--- config.mk ---
export PLATFORM = sky130hd
export DESIGN_NAME = adder_share_arbiter_flat
export DESIGN_NICKNAME = d
export VERILOG_FILES = /design/src/rtl/adder_share_arbiter_pkg.sv /design/src/rtl/adder_share_arbiter_if.sv /design/src/rtl/adder_share_arbiter_adder.sv /design/src/rtl/adder_share_arbiter_rr.sv /design/src/rtl/adder_share_arbiter.sv /design/src/flat_wrapper.sv
export SDC_FILE = /design/constraint.sdc
export NUM_CORES = 1
export LEC_CHECK = 0
export CAP_MARGIN = 0
export CORE_AREA = 2 2 119 121
export DETAILED_ROUTE_END_ITERATION = 7
export DIE_AREA = 0 0 121 123
export DONT_BUFFER_PORTS = 1
export GPL_ROUTABILITY_DRIVEN = 0
export PLACE_DENSITY = 0.68
export SYNTH_ARGS = -nofsm -noshare
export SYNTH_HDL_FRONTEND = slang
export SYNTH_SLANG_ARGS = --single-unit
--- constraint.sdc ---
create_clock -name clk -period 19.7 [get_ports clk]
set_clock_uncertainty 0.2 [all_clocks]
set_input_delay 5.91 -clock clk [delete_from_list [all_inputs] [get_ports clk]]
set_output_delay 5.91 -clock clk [all_outputs]
set_load 0.005 [all_outputs]
--- src/rtl/adder_share_arbiter_pkg.sv ---
// Shared types and widths for the adder-sharing arbiter.
// Build option ADDER_ARB_LOCK_EN (see adder_share_arbiter.sv) does not change this package.
package adder_share_arbiter_pkg;

    localparam int unsigned ADD_W = 32;

    typedef enum logic [1:0] {
        IDLE = 2'd0,
        EXEC = 2'd1,
        RESP = 2'd2
    } state_t;

    // Registered operand payload handed to the shared adder
    typedef struct packed {
        logic [ADD_W-1:0] a;
        logic [ADD_W-1:0] b;
        logic             cin;
    } add_op_t;

    // Registered result payload returned to the consumer
    typedef struct packed {
        logic             cout;
        logic [ADD_W-1:0] sum;
    } add_res_t;

endpackage

--- src/rtl/adder_share_arbiter_if.sv ---
// Request/response bundle between client units and the adder-sharing arbiter.
// ADDER_ARB_LOCK_EN adds the per-requester req_lock bit.
interface adder_share_arbiter_if #(
    parameter int unsigned NREQ = 4
);
    localparam int unsigned IDW   = $clog2(NREQ);
    localparam int unsigned ADD_W = adder_share_arbiter_pkg::ADD_W;

    logic [NREQ-1:0]       req_valid;
    logic [NREQ-1:0]       req_ready;
    logic [NREQ*ADD_W-1:0] req_a;
    logic [NREQ*ADD_W-1:0] req_b;
    logic [NREQ-1:0]       req_cin;
`ifdef ADDER_ARB_LOCK_EN
    logic [NREQ-1:0]       req_lock;
`endif
    logic                  rsp_valid;
    logic                  rsp_ready;
    logic [IDW-1:0]        rsp_id;
    logic [ADD_W-1:0]      rsp_sum;
    logic                  rsp_cout;
    logic                  busy;

    modport master (
`ifdef ADDER_ARB_LOCK_EN
        output req_lock,
`endif
        output req_valid, req_a, req_b, req_cin, rsp_ready,
        input  req_ready, rsp_valid, rsp_id, rsp_sum, rsp_cout, busy
    );

    modport slave (
`ifdef ADDER_ARB_LOCK_EN
        input  req_lock,
`endif
        input  req_valid, req_a, req_b, req_cin, rsp_ready,
        output req_ready, rsp_valid, rsp_id, rsp_sum, rsp_cout, busy
    );

endinterface

--- src/rtl/adder_share_arbiter_adder.sv ---
// 32-bit ripple-carry adder shared by all requesters.
module ThirtyTwoBitAdder
    import adder_share_arbiter_pkg::*;
(
    input  logic [ADD_W-1:0] a,
    input  logic [ADD_W-1:0] b,
    input  logic             cin,
    output logic [ADD_W-1:0] sum,
    output logic             cout
);

    logic [ADD_W:0] c;

    always_comb begin
        c    = '0;
        sum  = '0;
        c[0] = cin;
        for (int unsigned i = 0; i < ADD_W; i++) begin
            sum[i]   = a[i] ^ b[i] ^ c[i];
            c[i+1]   = (a[i] & b[i]) | (c[i] & (a[i] ^ b[i]));
        end
        cout = c[ADD_W];
    end

endmodule

--- src/rtl/adder_share_arbiter_rr.sv ---
// Combinational round-robin grant: search starts after rr_ptr and wraps.
// With ADDER_ARB_LOCK_EN, a held lock restricts the grant to requester rr_ptr.
module rr_arbiter #(
    parameter int unsigned NREQ = 4,
    parameter int unsigned IDW  = $clog2(NREQ)
) (
    input  logic [NREQ-1:0] req_valid,
    input  logic [IDW-1:0]  rr_ptr,
`ifdef ADDER_ARB_LOCK_EN
    input  logic            lock,
`endif
    output logic [NREQ-1:0] gnt_oh,
    output logic [IDW-1:0]  gnt_idx,
    output logic            gnt_any
);

    logic [NREQ-1:0] scan_oh;
    logic [IDW-1:0]  scan_idx;
    logic            scan_any;
    int unsigned     idx;

    // First valid requester after rr_ptr, modulo NREQ
    always_comb begin
        scan_oh  = '0;
        scan_idx = '0;
        scan_any = 1'b0;
        idx      = 0;
        for (int unsigned k = 1; k <= NREQ; k++) begin
            idx = (32'(rr_ptr) + k) % NREQ;
            if (!scan_any && req_valid[IDW'(idx)]) begin
                scan_oh[IDW'(idx)] = 1'b1;
                scan_idx           = IDW'(idx);
                scan_any           = 1'b1;
            end
        end
    end

`ifdef ADDER_ARB_LOCK_EN
    always_comb begin
        gnt_oh  = '0;
        gnt_idx = rr_ptr;
        gnt_any = 1'b0;
        if (lock) begin
            if (req_valid[rr_ptr]) begin
                gnt_oh[rr_ptr] = 1'b1;
                gnt_any        = 1'b1;
            end
        end else begin
            gnt_oh  = scan_oh;
            gnt_idx = scan_idx;
            gnt_any = scan_any;
        end
    end
`else
    assign gnt_oh  = scan_oh;
    assign gnt_idx = scan_idx;
    assign gnt_any = scan_any;
`endif

endmodule

--- src/rtl/adder_share_arbiter.sv ---
// Round-robin sharing of one ThirtyTwoBitAdder among NREQ requesters (IDLE -> EXEC -> RESP).
// Define ADDER_ARB_LOCK_EN for locked multi-word carry chaining via req_lock.
module adder_share_arbiter
    import adder_share_arbiter_pkg::*;
#(
    parameter int unsigned NREQ = 4
) (
    input  logic                 clk,
    input  logic                 rst,
    adder_share_arbiter_if.slave bus
);

    localparam int unsigned IDW = $clog2(NREQ);

    state_t           state_q, state_d;
    logic [IDW-1:0]   rr_ptr_q, rr_ptr_d;
    add_op_t          op_q, op_d;
    logic [IDW-1:0]   op_id_q, op_id_d;
    add_res_t         rsp_q, rsp_d;
    logic [IDW-1:0]   rsp_id_q, rsp_id_d;
    logic             rsp_valid_q, rsp_valid_d;
    logic             busy_q, busy_d;
`ifdef ADDER_ARB_LOCK_EN
    logic             lock_q, lock_d;
`endif

    logic [NREQ-1:0]  gnt_oh;
    logic [IDW-1:0]   gnt_idx;
    logic             gnt_any;
    logic [ADD_W-1:0] a_arr [NREQ];
    logic [ADD_W-1:0] b_arr [NREQ];
    logic [ADD_W-1:0] add_sum;
    logic             add_cout;

    always_comb begin
        for (int unsigned i = 0; i < NREQ; i++) begin
            a_arr[i] = bus.req_a[ADD_W*i +: ADD_W];
            b_arr[i] = bus.req_b[ADD_W*i +: ADD_W];
        end
    end

    rr_arbiter #(.NREQ(NREQ), .IDW(IDW)) u_rr (
        .req_valid (bus.req_valid),
        .rr_ptr    (rr_ptr_q),
`ifdef ADDER_ARB_LOCK_EN
        .lock      (lock_q),
`endif
        .gnt_oh    (gnt_oh),
        .gnt_idx   (gnt_idx),
        .gnt_any   (gnt_any)
    );

    ThirtyTwoBitAdder u_add (
        .a    (op_q.a),
        .b    (op_q.b),
        .cin  (op_q.cin),
        .sum  (add_sum),
        .cout (add_cout)
    );

    // Grant is only offered while idle and out of reset
    assign bus.req_ready = (state_q == IDLE && !rst) ? gnt_oh : '0;
    assign bus.rsp_valid = rsp_valid_q;
    assign bus.rsp_id    = rsp_id_q;
    assign bus.rsp_sum   = rsp_q.sum;
    assign bus.rsp_cout  = rsp_q.cout;
    assign bus.busy      = busy_q;

    always_comb begin
        state_d     = state_q;
        rr_ptr_d    = rr_ptr_q;
        op_d        = op_q;
        op_id_d     = op_id_q;
        rsp_d       = rsp_q;
        rsp_id_d    = rsp_id_q;
        rsp_valid_d = rsp_valid_q;
`ifdef ADDER_ARB_LOCK_EN
        lock_d      = lock_q;
`endif
        unique case (state_q)
            IDLE: begin
                if (gnt_any) begin
                    op_d.a   = a_arr[gnt_idx];
                    op_d.b   = b_arr[gnt_idx];
`ifdef ADDER_ARB_LOCK_EN
                    // Chained words take the carry of the previous word
                    op_d.cin = lock_q ? rsp_q.cout : bus.req_cin[gnt_idx];
                    lock_d   = bus.req_lock[gnt_idx];
`else
                    op_d.cin = bus.req_cin[gnt_idx];
`endif
                    op_id_d  = gnt_idx;
                    rr_ptr_d = gnt_idx;
                    state_d  = EXEC;
                end
            end
            EXEC: begin
                rsp_d.sum   = add_sum;
                rsp_d.cout  = add_cout;
                rsp_id_d    = op_id_q;
                rsp_valid_d = 1'b1;
                state_d     = RESP;
            end
            RESP: begin
                if (bus.rsp_ready) begin
                    rsp_valid_d = 1'b0;
                    state_d     = IDLE;
                end
            end
            default: state_d = IDLE;
        endcase
        busy_d = (state_d != IDLE);
    end

    always_ff @(posedge clk or posedge rst) begin
        if (rst) begin
            state_q     <= IDLE;
            rr_ptr_q    <= IDW'(NREQ - 1);
            op_q        <= '0;
            op_id_q     <= '0;
            rsp_q       <= '0;
            rsp_id_q    <= '0;
            rsp_valid_q <= 1'b0;
            busy_q      <= 1'b0;
`ifdef ADDER_ARB_LOCK_EN
            lock_q      <= 1'b0;
`endif
        end else begin
            state_q     <= state_d;
            rr_ptr_q    <= rr_ptr_d;
            op_q        <= op_d;
            op_id_q     <= op_id_d;
            rsp_q       <= rsp_d;
            rsp_id_q    <= rsp_id_d;
            rsp_valid_q <= rsp_valid_d;
            busy_q      <= busy_d;
`ifdef ADDER_ARB_LOCK_EN
            lock_q      <= lock_d;
`endif
        end
    end

endmodule

--- src/flat_wrapper.sv ---
// flat-port wrapper written by rule: the top's interface ports become plain ports
module adder_share_arbiter_flat import adder_share_arbiter_pkg::*;
#(
    parameter int unsigned NREQ = 4
)
  (clk, rst, bus_req_valid, bus_req_a, bus_req_b, bus_req_cin, bus_rsp_ready, bus_req_ready, bus_rsp_valid, bus_rsp_id, bus_rsp_sum, bus_rsp_cout, bus_busy);
  adder_share_arbiter_if #(.NREQ(NREQ)) bus_i ();
  input  logic clk;
  input  logic rst;
  input wire logic [$bits(bus_i.req_valid)-1:0] bus_req_valid;
  input wire logic [$bits(bus_i.req_a)-1:0] bus_req_a;
  input wire logic [$bits(bus_i.req_b)-1:0] bus_req_b;
  input wire logic [$bits(bus_i.req_cin)-1:0] bus_req_cin;
  input wire logic [$bits(bus_i.rsp_ready)-1:0] bus_rsp_ready;
  output wire logic [$bits(bus_i.req_ready)-1:0] bus_req_ready;
  output wire logic [$bits(bus_i.rsp_valid)-1:0] bus_rsp_valid;
  output wire logic [$bits(bus_i.rsp_id)-1:0] bus_rsp_id;
  output wire logic [$bits(bus_i.rsp_sum)-1:0] bus_rsp_sum;
  output wire logic [$bits(bus_i.rsp_cout)-1:0] bus_rsp_cout;
  output wire logic [$bits(bus_i.busy)-1:0] bus_busy;
  assign bus_i.req_valid = bus_req_valid;
  assign bus_i.req_a = bus_req_a;
  assign bus_i.req_b = bus_req_b;
  assign bus_i.req_cin = bus_req_cin;
  assign bus_i.rsp_ready = bus_rsp_ready;
  assign bus_req_ready = bus_i.req_ready;
  assign bus_rsp_valid = bus_i.rsp_valid;
  assign bus_rsp_id = bus_i.rsp_id;
  assign bus_rsp_sum = bus_i.rsp_sum;
  assign bus_rsp_cout = bus_i.rsp_cout;
  assign bus_busy = bus_i.busy;
  adder_share_arbiter #(.NREQ(NREQ)) u_core (.clk(clk), .rst(rst), .bus(bus_i));
endmodule
**Word-level counts from Yosys, hierarchy flattened**

Index checks and enable logic that the tools add are counted.

- Register bits: 108
- Bits in latches: 0
- RAM bits: 0
- ROM bits: 0
- Input bits: 267
- Output and inout bits: 41
- Word-level logic and storage cells: 251
- Memories kept: 0

- $add $sub $neg: 4
- Multipliers: 0
- Div/mod/pow operators: 0
- $lt $le $gt $ge: 10
- Equal/unequal tests: 3
- Shift operators: 0
- Muxes and demuxes: 42
- Bitwise gates (word level): 164
- Reduce and logical (&&, ||, !) cells: 17

Operator list:

| operator | number |
|---|---|
| binary-select mux 32 bit (select 2 bit) | 2 |
| two-way mux 32 bit | 4 |
| AND 1 bit | 64 |
| XOR 1 bit | 64 |
| bitwise OR 1 bit | 32 |
| two-way mux 4 bit | 5 |
| < comparator 2 x 3 -> 1 bit (second input constant) | 5 |
| two-way mux 1 bit | 14 |
| two-way mux 2 bit | 6 |
| bitwise OR 4 bit | 3 |
| binary-select mux 1 bit (select 2 bit) | 5 |
| demux 1 bit (select 2 bit) | 4 |
| >= comparator 2 x 1 -> 1 bit (second input constant) | 4 |
| logical AND 1 bit | 8 |
| one-hot mux 2 bit (3 select lines) | 1 |
| adder 2 x 1 -> 2 bit (second input constant) | 2 |
| adder 2 bit (second input constant) | 2 |
| zero test 1 bit | 4 |
| AND reduction 2 bit | 2 |
| nonzero test 2 bit | 2 |
| >= comparator 3 bit (second input constant) | 1 |
| inverter 2 -> 3 bit | 1 |
| equality test 2 x 1 -> 1 bit (second input constant) | 1 |
| equality test 2 bit (second input constant) | 1 |
| 3 further kinds | 3 |

**Longest topological paths before layout**

Gate-level depths: netlist of the first run.

- Word-level depth: 65
- Gate-level depth with buffers: 36
- Depth with buffers taken out: 36

**Cells and area by module**

From an unflattened synthesis of the first run, not the netlist that was laid out.

- Cells, all modules: 447
- Area total of the unflattened synthesis: 7081.8 um2

By module, submodules not included:

| module | instances | cells an instance | area an instance (um2) | seq. area each (um2) |
|---|---|---|---|---|
| adder_share_arbiter | 1 | 319 | 5774.3 | 2705.1 |
| ThirtyTwoBitAdder | 1 | 42 | 678.2 | 0.0 |
| rr_arbiter | 1 | 86 | 629.4 | 0.0 |

**Worst setup path before layout of the first run**

No wires, ideal clock.

- Path type: register to register
- Start: register u_core.op_q[0] (netlist name)
- End: register u_core.rsp_q, in the netlist u_core.bus.rsp_sum[31]
- Library setup time: 83 ps
- Arrival time: 14756 ps
- Required time: 19417 ps
- Slack: 4661 ps
- Cell stages (with the launch flop): 37
- Buffers on the path: 0
- Clock period less this slack: 15039 ps
- Cells stage by stage: dfrtp_1 -> fa_1 -> fa_1 -> fa_1 -> fa_1 -> fa_1 -> fa_1 -> fa_1 -> fa_1 -> fa_1 -> fa_1 -> fa_1 -> fa_1 -> fa_1 -> fa_1 -> fa_1 -> fa_1 -> inv_1 -> fa_1 -> inv_1 -> fa_1 -> fa_1 -> fa_1 -> fa_1 -> fa_1 -> fa_1 -> fa_1 -> fa_1 -> fa_1 -> fa_1 -> fa_1 -> fa_1 -> fa_1 -> fa_1 -> inv_1 -> fa_1 -> o21ai_0

- Longest elaborated chain between the ends: 63

RTL lines:

| item | RTL line | RTL |
|---|---|---|
| start, declared | adder_share_arbiter.sv:17 | `add_op_t op_q, op_d;` |
| start signal, assigned | adder_share_arbiter.sv:131 | `op_q <= op_d;` |
| AND 1 bit | adder_share_arbiter_adder.sv:20 | `c[i+1] = (a[i] & b[i]) \| (c[i] & (a[i] ^ b[i]));` |
| bitwise OR 1 bit | adder_share_arbiter_adder.sv:20 |  |
| AND 1 bit | adder_share_arbiter_adder.sv:20 |  |
| bitwise OR 1 bit | adder_share_arbiter_adder.sv:20 |  |
| AND 1 bit | adder_share_arbiter_adder.sv:20 |  |
| bitwise OR 1 bit | adder_share_arbiter_adder.sv:20 |  |
| AND 1 bit | adder_share_arbiter_adder.sv:20 |  |
| bitwise OR 1 bit | adder_share_arbiter_adder.sv:20 |  |
| [... 47 more ...] | n/a |  |
| bitwise OR 1 bit | adder_share_arbiter_adder.sv:20 |  |
| AND 1 bit | adder_share_arbiter_adder.sv:20 |  |
| bitwise OR 1 bit | adder_share_arbiter_adder.sv:20 |  |
| AND 1 bit | adder_share_arbiter_adder.sv:20 |  |
| bitwise OR 1 bit | adder_share_arbiter_adder.sv:20 |  |
| AND 1 bit | adder_share_arbiter_adder.sv:20 |  |
| bitwise OR 1 bit | adder_share_arbiter_adder.sv:20 |  |
| XOR 1 bit | adder_share_arbiter_adder.sv:19 | `sum[i] = a[i] ^ b[i] ^ c[i];` |
| end signal, assigned | adder_share_arbiter.sv:133 | `rsp_q <= rsp_d;` |
| end, declared | adder_share_arbiter.sv:19 | `add_res_t rsp_q, rsp_d;` |

Every way passes these cells.
A chain may end at the register's enable or synchronous reset.

**Final worst setup path of the first run**

Ends and elaborated chain as after synthesis.

==> flow_summary.json, run 1 <==
{
  "syn_nets": 952,
  "core_um2": 13600,
  "final_nets": 917,
  "irDropWorstVdd_v": 0.000123,
  "rr_startpoint": "u_core.op_q[0]",
  "start_kind": "register",
  "hold_viol": 0,
  "cts_hold_buf": 0,
  "synth_edf_count": 0,
  "synth_compound_area_share_pct": 13.6,
  "whs_ns": 0.273,
  "grt_pass1_wl_um": 25100,
  "cts-buffers-inserted": 9,
  "finalSetupViolations": 0,
  "clockBufferDepth": 2,
  "cp.required_ns": 19.76,
  "grt_overflow": 0,
  "slowest_stage": "fa_1",
  "synth.distinct_cells": 44,
  "status": "finished, final reports clean",
  "via_per_inst": 6.04,
  "fillers": 1192,
  "clock.fmax_mhz": 64.4,
  "antenna_found_initial": 0,
  "cts_num_sinks": 108,
  "p_per_area_nw_per_um2": 208,
  "routed_wirelength_um": 16600,
  "finalMaxSlewViolations": 0,
  "crit_top_cell": "fa_1",
  "clk_latency_ns": 0.36,
  "avgRoutedWirePerCell_um": 20.8,
  "drive_gt1_share_pct": 10.2,
  "min_period_ns": 15.53,
  "die_area_um2": 14900,
  "rsz0062_at_grt": "false",
  "tns_ns": 0,
  "ys_ff_latch": 108,
  "die_y_um": 123,
  "hpwl_um": 12200,
  "cts_tree": "yes",
  "seq_area_frac_synth_pct": 37.7,
  "endpoint_kind": "register",
  "synth_top_family_by_area": "multiplexers",
  "dieWidth_um": 121,
  "leakage_nw": 3.49,
  "min_from": "u_core.op_id_q[1]",
  "worst_pin_slew_ns": 1.07,
  "grt_usage_pct": 22.1,
  "layout-area-overhead-vs-synth_pct": 1.34,
  "clkTransAtPathRegs_ns": 0.07,
  "htree_levels": 3,
  "yosysWarnings": 0,
  "synthMuxAreaShare_pct": 19.0,
  "grt_max_degree": 70,
  "drtIter0Drc": 279,
  "vias": 4817,
  "reg2reg_depth": 36,
  "portBuffers": 0,
  "r2r_slack_ns": 4.17,
  "ant_nets": 0,
  "syn_area_per_cell_um2": 11.1,
  "holdPathEnd": "u_core.bus.rsp_id[1]",
  "post_cts_buffers": 0,
  "ys.flop_type": "dfrtp_1",
  "path_max_fanout": 2,
  "grt_pass1_vias": 4819,
  "rows": 43,
  "maxSlewHeadroom_pct": 28.4,
  "reg2reg_to": "u_core.bus.rsp_sum[31]",
  "synth_simple_gate_area_share_pct": 11.5,
  "synth_cells": 647,
  "remaining_drc_errors": 0,
  "io_pins": 308,
  "hold_class": "register to register",
  "min_delay_path_depth": 2,
  "maxCapViolCount": 0,
  "synthArstFlopShare_pct": 100,
  "period_share_pct": 78.8,
  "worstSetupPathType": "register to register",
  "synth_xor_area_share_pct": 0.122,
  "dpl-instance-area_um2": 6940,
  "diodes": 0,
  "initial_core_util_pct": 52.7,
  "clockRootBuffer": "clkbuf_16",
  "dr.pass1.iters": 4,
  "final_area_um2": 7270,
  "syn_area_um2": 7170,
  "synth_adder_area_share_pct": 9.98,
  "post_cts_resized": 0,
  "crit_arrival_ns": 15.60,
  "cpPeakStageDelay_ns": 0.49
}
==> per-stage QoR <==
stage | worst slack [ns] | instances | total power [mW] | util [%]
after floorplan | 4.66 | 647 | 1.27 | -
final | 4.17 | 797 | 1.52 | 53.4
after global placement | 4.18 | 781 | 1.29 | 51.0
after CTS | 3.97 | 797 | 1.53 | 53.4
after global routing | 3.54 | 797 | 1.66 | 53.4
after detailed placement | 4.03 | 781 | 1.32 | 51.0
==> cells in the final DEF (no fill, tap or decap), types with 2 or more instances in the layout <==
master,count
nor3b_1,5
a21oi_1,9
a222oi_1,4
nand2_1,173
o221ai_1,38
o21ai_0,7
fa_1,32
dfrtp_1,106
bufinv_16,2
clkinvlp_4,2
ha_1,6
buf_4,6
o21ai_1,4
o221ai_2,28
clkinv_4,3
dfstp_2,2
nor3_1,4
clkbuf_16,9
nor2_1,6
and3b_1,3
mux2i_1,133
inv_1,14
==> Yosys cell counts (2+ instances only) <==
master,instances,share of area [%]
and3b_1,3,0.37
a21oi_1,9,0.63
buf_4,5,0.52
dfrtp_1,106,37
o21ai_1,4,0.28
buf_6,4,0.63
clkbuf_1,15,0.79
buf_12,10,2.8
dfstp_2,2,0.73
o21ai_0,7,0.49
bufbuf_8,4,1.0
nand2_1,174,9.1
nor3_1,4,0.28
fa_1,32,8.9
nor2_1,6,0.31
o221ai_1,38,4.6
a222oi_1,4,0.56
ha_1,6,1.0
mux2i_1,133,19
inv_1,15,0.79
nand2b_1,2,0.17
dlygate4sd3_1,4,0.56
o221ai_2,28,5.9
buf_2,8,0.56
nor3b_1,5,0.52
==> power by group <==
part           switching, mW  internal, mW
Clock                 0.0862         0.112
Sequential             0.101         0.343
Combinational          0.490         0.383
==> area by class of cell <==
cell class,instances,area (um2),area share [%]
Multi-Input combinational cell,472,3910,53.8
Sequential cell,108,2710,37.2
Clock buffer,9,225,3.10
Tap cell,180,225,3.10
Clock inverter,7,101,1.39
Inverter,15,58.8,0.809
Timing Repair Buffer,6,45.0,0.620
==> cells by family after synthesis <==
group	count (synthesis)
AO/OA/AOI/OAI	97
XOR/XNOR	1
adder cells (fa/ha/maj)	38
buffers and inverters	67
flip-flops	108
multiplexers	135
AND/OR/NAND/NOR	201
==> critical path: cells and delay by family (launching register included) <==
kind,cells,cell delay (ns)
adders and majority gates,32,14.41
DFF,1,0.41
buffers and inverters,3,0.24
AOI/OAI and AO/OA,1,0.16
==> flip-flops by register name (all words and copies together) (netlist names) <==
| name | count |
|---|---|
| u_core.op_q | 65 |
| u_core.bus.rsp_id | 2 |
| u_core.bus.rsp_sum | 32 |
| u_core.bus.rsp_valid | 1 |
| u_core.bus.busy | 1 |
| u_core.state_q | 2 |
| u_core.op_id_q | 2 |
| u_core.bus.rsp_cout | 1 |
| u_core.rr_ptr_q | 2 |
==> how the worst max path moves through the flow <==
stage | to | cells past startpoint | slack [ns] | startpoint
3_3_place_gp | u_core.bus.rsp_sum[31] | 36 | 4.18 | u_core.op_q[0]
5_1_grt | u_core.bus.rsp_sum[31] | 36 | 3.54 | u_core.op_q[0]
2_1_floorplan | u_core.bus.rsp_sum[31] | 36 | 4.66 | u_core.op_q[0]
4_1_cts | u_core.bus.rsp_sum[31] | 36 | 3.97 | u_core.op_q[0]
6_report | u_core.bus.rsp_sum[31] | 36 | 4.17 | u_core.op_q[0]
3_5_place_dp | u_core.bus.rsp_sum[31] | 36 | 4.03 | u_core.op_q[0]
==> per-layer routing <==
metal  routed length [um]  global-route usage, %  vias up  part of all wire (%)
li1                     -                      -     2234                     -
met1                 6720                   27.7     2362                    41
met2                 8570                   38.1      205                    52
met3                  992                   4.24       16                   6.0
met4                  272                   7.99        0                   1.6
met5                    0                      0        -                     0
No activity file was read; power rests on OpenSTA's default activity.
==> run 2: changes to the inputs <==
Clock period 19.7 ns to 14.8 ns, I/O delays scaled along.
==> run 2 against run 1 <==
  * Fmax increased by 8.6%
  * Register-to-register slack got worse by 3.7 ns
  * Die area unchanged
==> flow_summary.json, run 2 (synthesis gave the netlist of run 1 again) <==
{
  "status": "finished, final reports clean",
  "diodes": 0,
  "dieWidth_um": 121,
  "via_per_inst": 6.08,
  "drive_gt1_share_pct": 13.6,
  "maxCapViolCount": 0,
  "hold_viol": 0,
  "finalMaxSlewViolations": 0,
  "remaining_drc_errors": 0,
  "cts_tree": "yes",
  "crit_top_cell": "fa_2",
  "drtIter0Drc": 266,
  "place_ws_ns": -0.590,
  "irDropWorstVdd_v": 0.000264,
  "multi_input_area_um2": 3960,
  "grt_usage_pct": 21.1,
  "io_pins": 308,
  "largest_reg_flops": 65,
  "grt_max_degree": 70,
  "final_common_cell": "nand2_1",
  "final_cell_mix": "nand2_1, mux2i_1, dfrtp_1, o221ai_1, o221ai_2",
  "htree_levels": 3,
  "tns_ns": 0,
  "cts_hold_buf": 0,
  "grt_pass1_vias": 4712,
  "path_max_fanout": 2,
  "fillers": 1190,
  "hold_class": "register to register",
  "clkTransAtPathRegs_ns": 0.08,
  "post_cts_buffers": 0,
  "ant_nets": 0,
  "antenna_found_initial": 0,
  "worst_pin_slew_ns": 1.04,
  "layout-area-overhead-vs-synth_pct": 1.85,
  "rsz0062_at_grt": "false",
  "finalSetupViolations": 0,
  "cp.required_ns": 14.87,
  "cts-buffers-inserted": 9,
  "portBuffers": 0,
  "rr_startpoint": "u_core.op_q[0]",
  "die_y_um": 123,
  "finalWorstSetupSlack_ns": 0.501,
  "clock.fmax_mhz": 69.9,
  "register_area_um2": 2710,
  "clockRootBuffer": "clkbuf_16",
  "slowest_stage": "fa_1",
  "grt_pass1_wl_um": 24400,
  "p_per_area_nw_per_um2": 276,
  "whs_ns": 0.275,
  "cpPeakStageDelay_ns": 0.46,
  "period_share_pct": 96.6,
  "maxSlewHeadroom_pct": 30.5,
  "crit_path_start": "u_core.op_q[0]",
  "start_kind": "register",
  "initial_core_util_pct": 52.7,
  "routed_wirelength_um": 16000,
  "die_area_um2": 14900,
  "final_nets": 917,
  "core_um2": 13600,
  "min_period_ns": 14.30,
  "dr.pass1.iters": 5,
  "clockBufferDepth": 2,
  "leakage_nw": 3.45,
  "hpwl_um": 11800,
  "worstSetupPathType": "register to register",
  "crit_arrival_ns": 14.37,
  "min_from": "u_core.op_id_q[0]",
  "cts_num_sinks": 108,
  "avgRoutedWirePerCell_um": 20.1,
  "clk_latency_ns": 0.35,
  "rows": 43,
  "vias": 4846,
  "endpoint_kind": "register",
  "regMostFlops": "u_core.op_q",
  "grt_overflow": 0
}
-- run 2: changes by cell type in the layout (fill, tap and decap cells not counted) --
cell / change
inv_6: +1
fa_1: -21
bufinv_16: -1
o21ai_0: -1
fa_2: +21
o21ai_1: +1
clkinv_4: -1
clkbuf_8: +1
-- run 2: repair_timing --
item,in CTS,in global routing
gates resized for setup,11,6
setup endpoints to repair,3,2
hold endpoints to repair,0,0
-- run 2: worst paths after layout --
check                      depth (start not counted)  slack (ns)                      to
max                                               36        0.50  u_core.bus.rsp_sum[31]
min                                                2        0.28    u_core.bus.rsp_id[0]
max reg2reg                                       36        0.50  u_core.bus.rsp_sum[31]
min reg2reg                                        2        0.28    u_core.bus.rsp_id[0]
max in group asynchronous                          2        9.38  u_core.bus.rsp_sum[20]
min in group asynchronous                          1        3.82   u_core.bus.rsp_sum[5]
-- run 2: routing by layer --
| layer | vias to the layer above | part of all wire, % | track usage, % |
|---|---|---|---|
| met4 | 0 | 1.1 | 5.67 |
| met5 | - | 0 | 0 |
| met3 | 15 | 6.6 | 4.70 |
| li1 | 2234 | - | - |
| met1 | 2376 | 40 | 27.0 |
| met2 | 221 | 52 | 36.2 |
-- run 2: critical path: cells and delay by family (launching register included) --
| kind | cells | cell delay (ns) |
|---|---|---|
| flip-flops | 1 | 0.41 |
| adder cells (fa/ha/maj) | 32 | 13.20 |
| buffers and inverters | 3 | 0.23 |
| AO/OA/AOI/OAI | 1 | 0.13 |
-- run 2: final cells by class --
type                       count  area share (%)
timing repair buffer           6           0.617
tap                          180            3.08
inverter                      15           0.805
clock inverter                 6           0.976
clock buffer                  10            3.27
multi-input combinational    472            54.2
sequential                   108            37.0
-- run 2: power breakdown --
part | switching (mW) | leakage [nW] | internal, mW
registers | 0.137 | 1.33 | 0.456
clock network | 0.112 | 0.145 | 0.137
logic | 0.653 | 1.98 | 0.522
total | 0.902 | 3.45 | 1.12
-- run 2: through the flow --
stage               utilization (%)  std cells  cell area, um2  power (mW)
floorplan                         -        647            7180        1.70
global placement               51.1        781            6950        1.72
detailed placement             51.1        781            6950        1.76
CTS                            53.6        797            7290        2.03
global route                   53.7        797            7300        2.20
finish                         53.7        797            7300        2.02
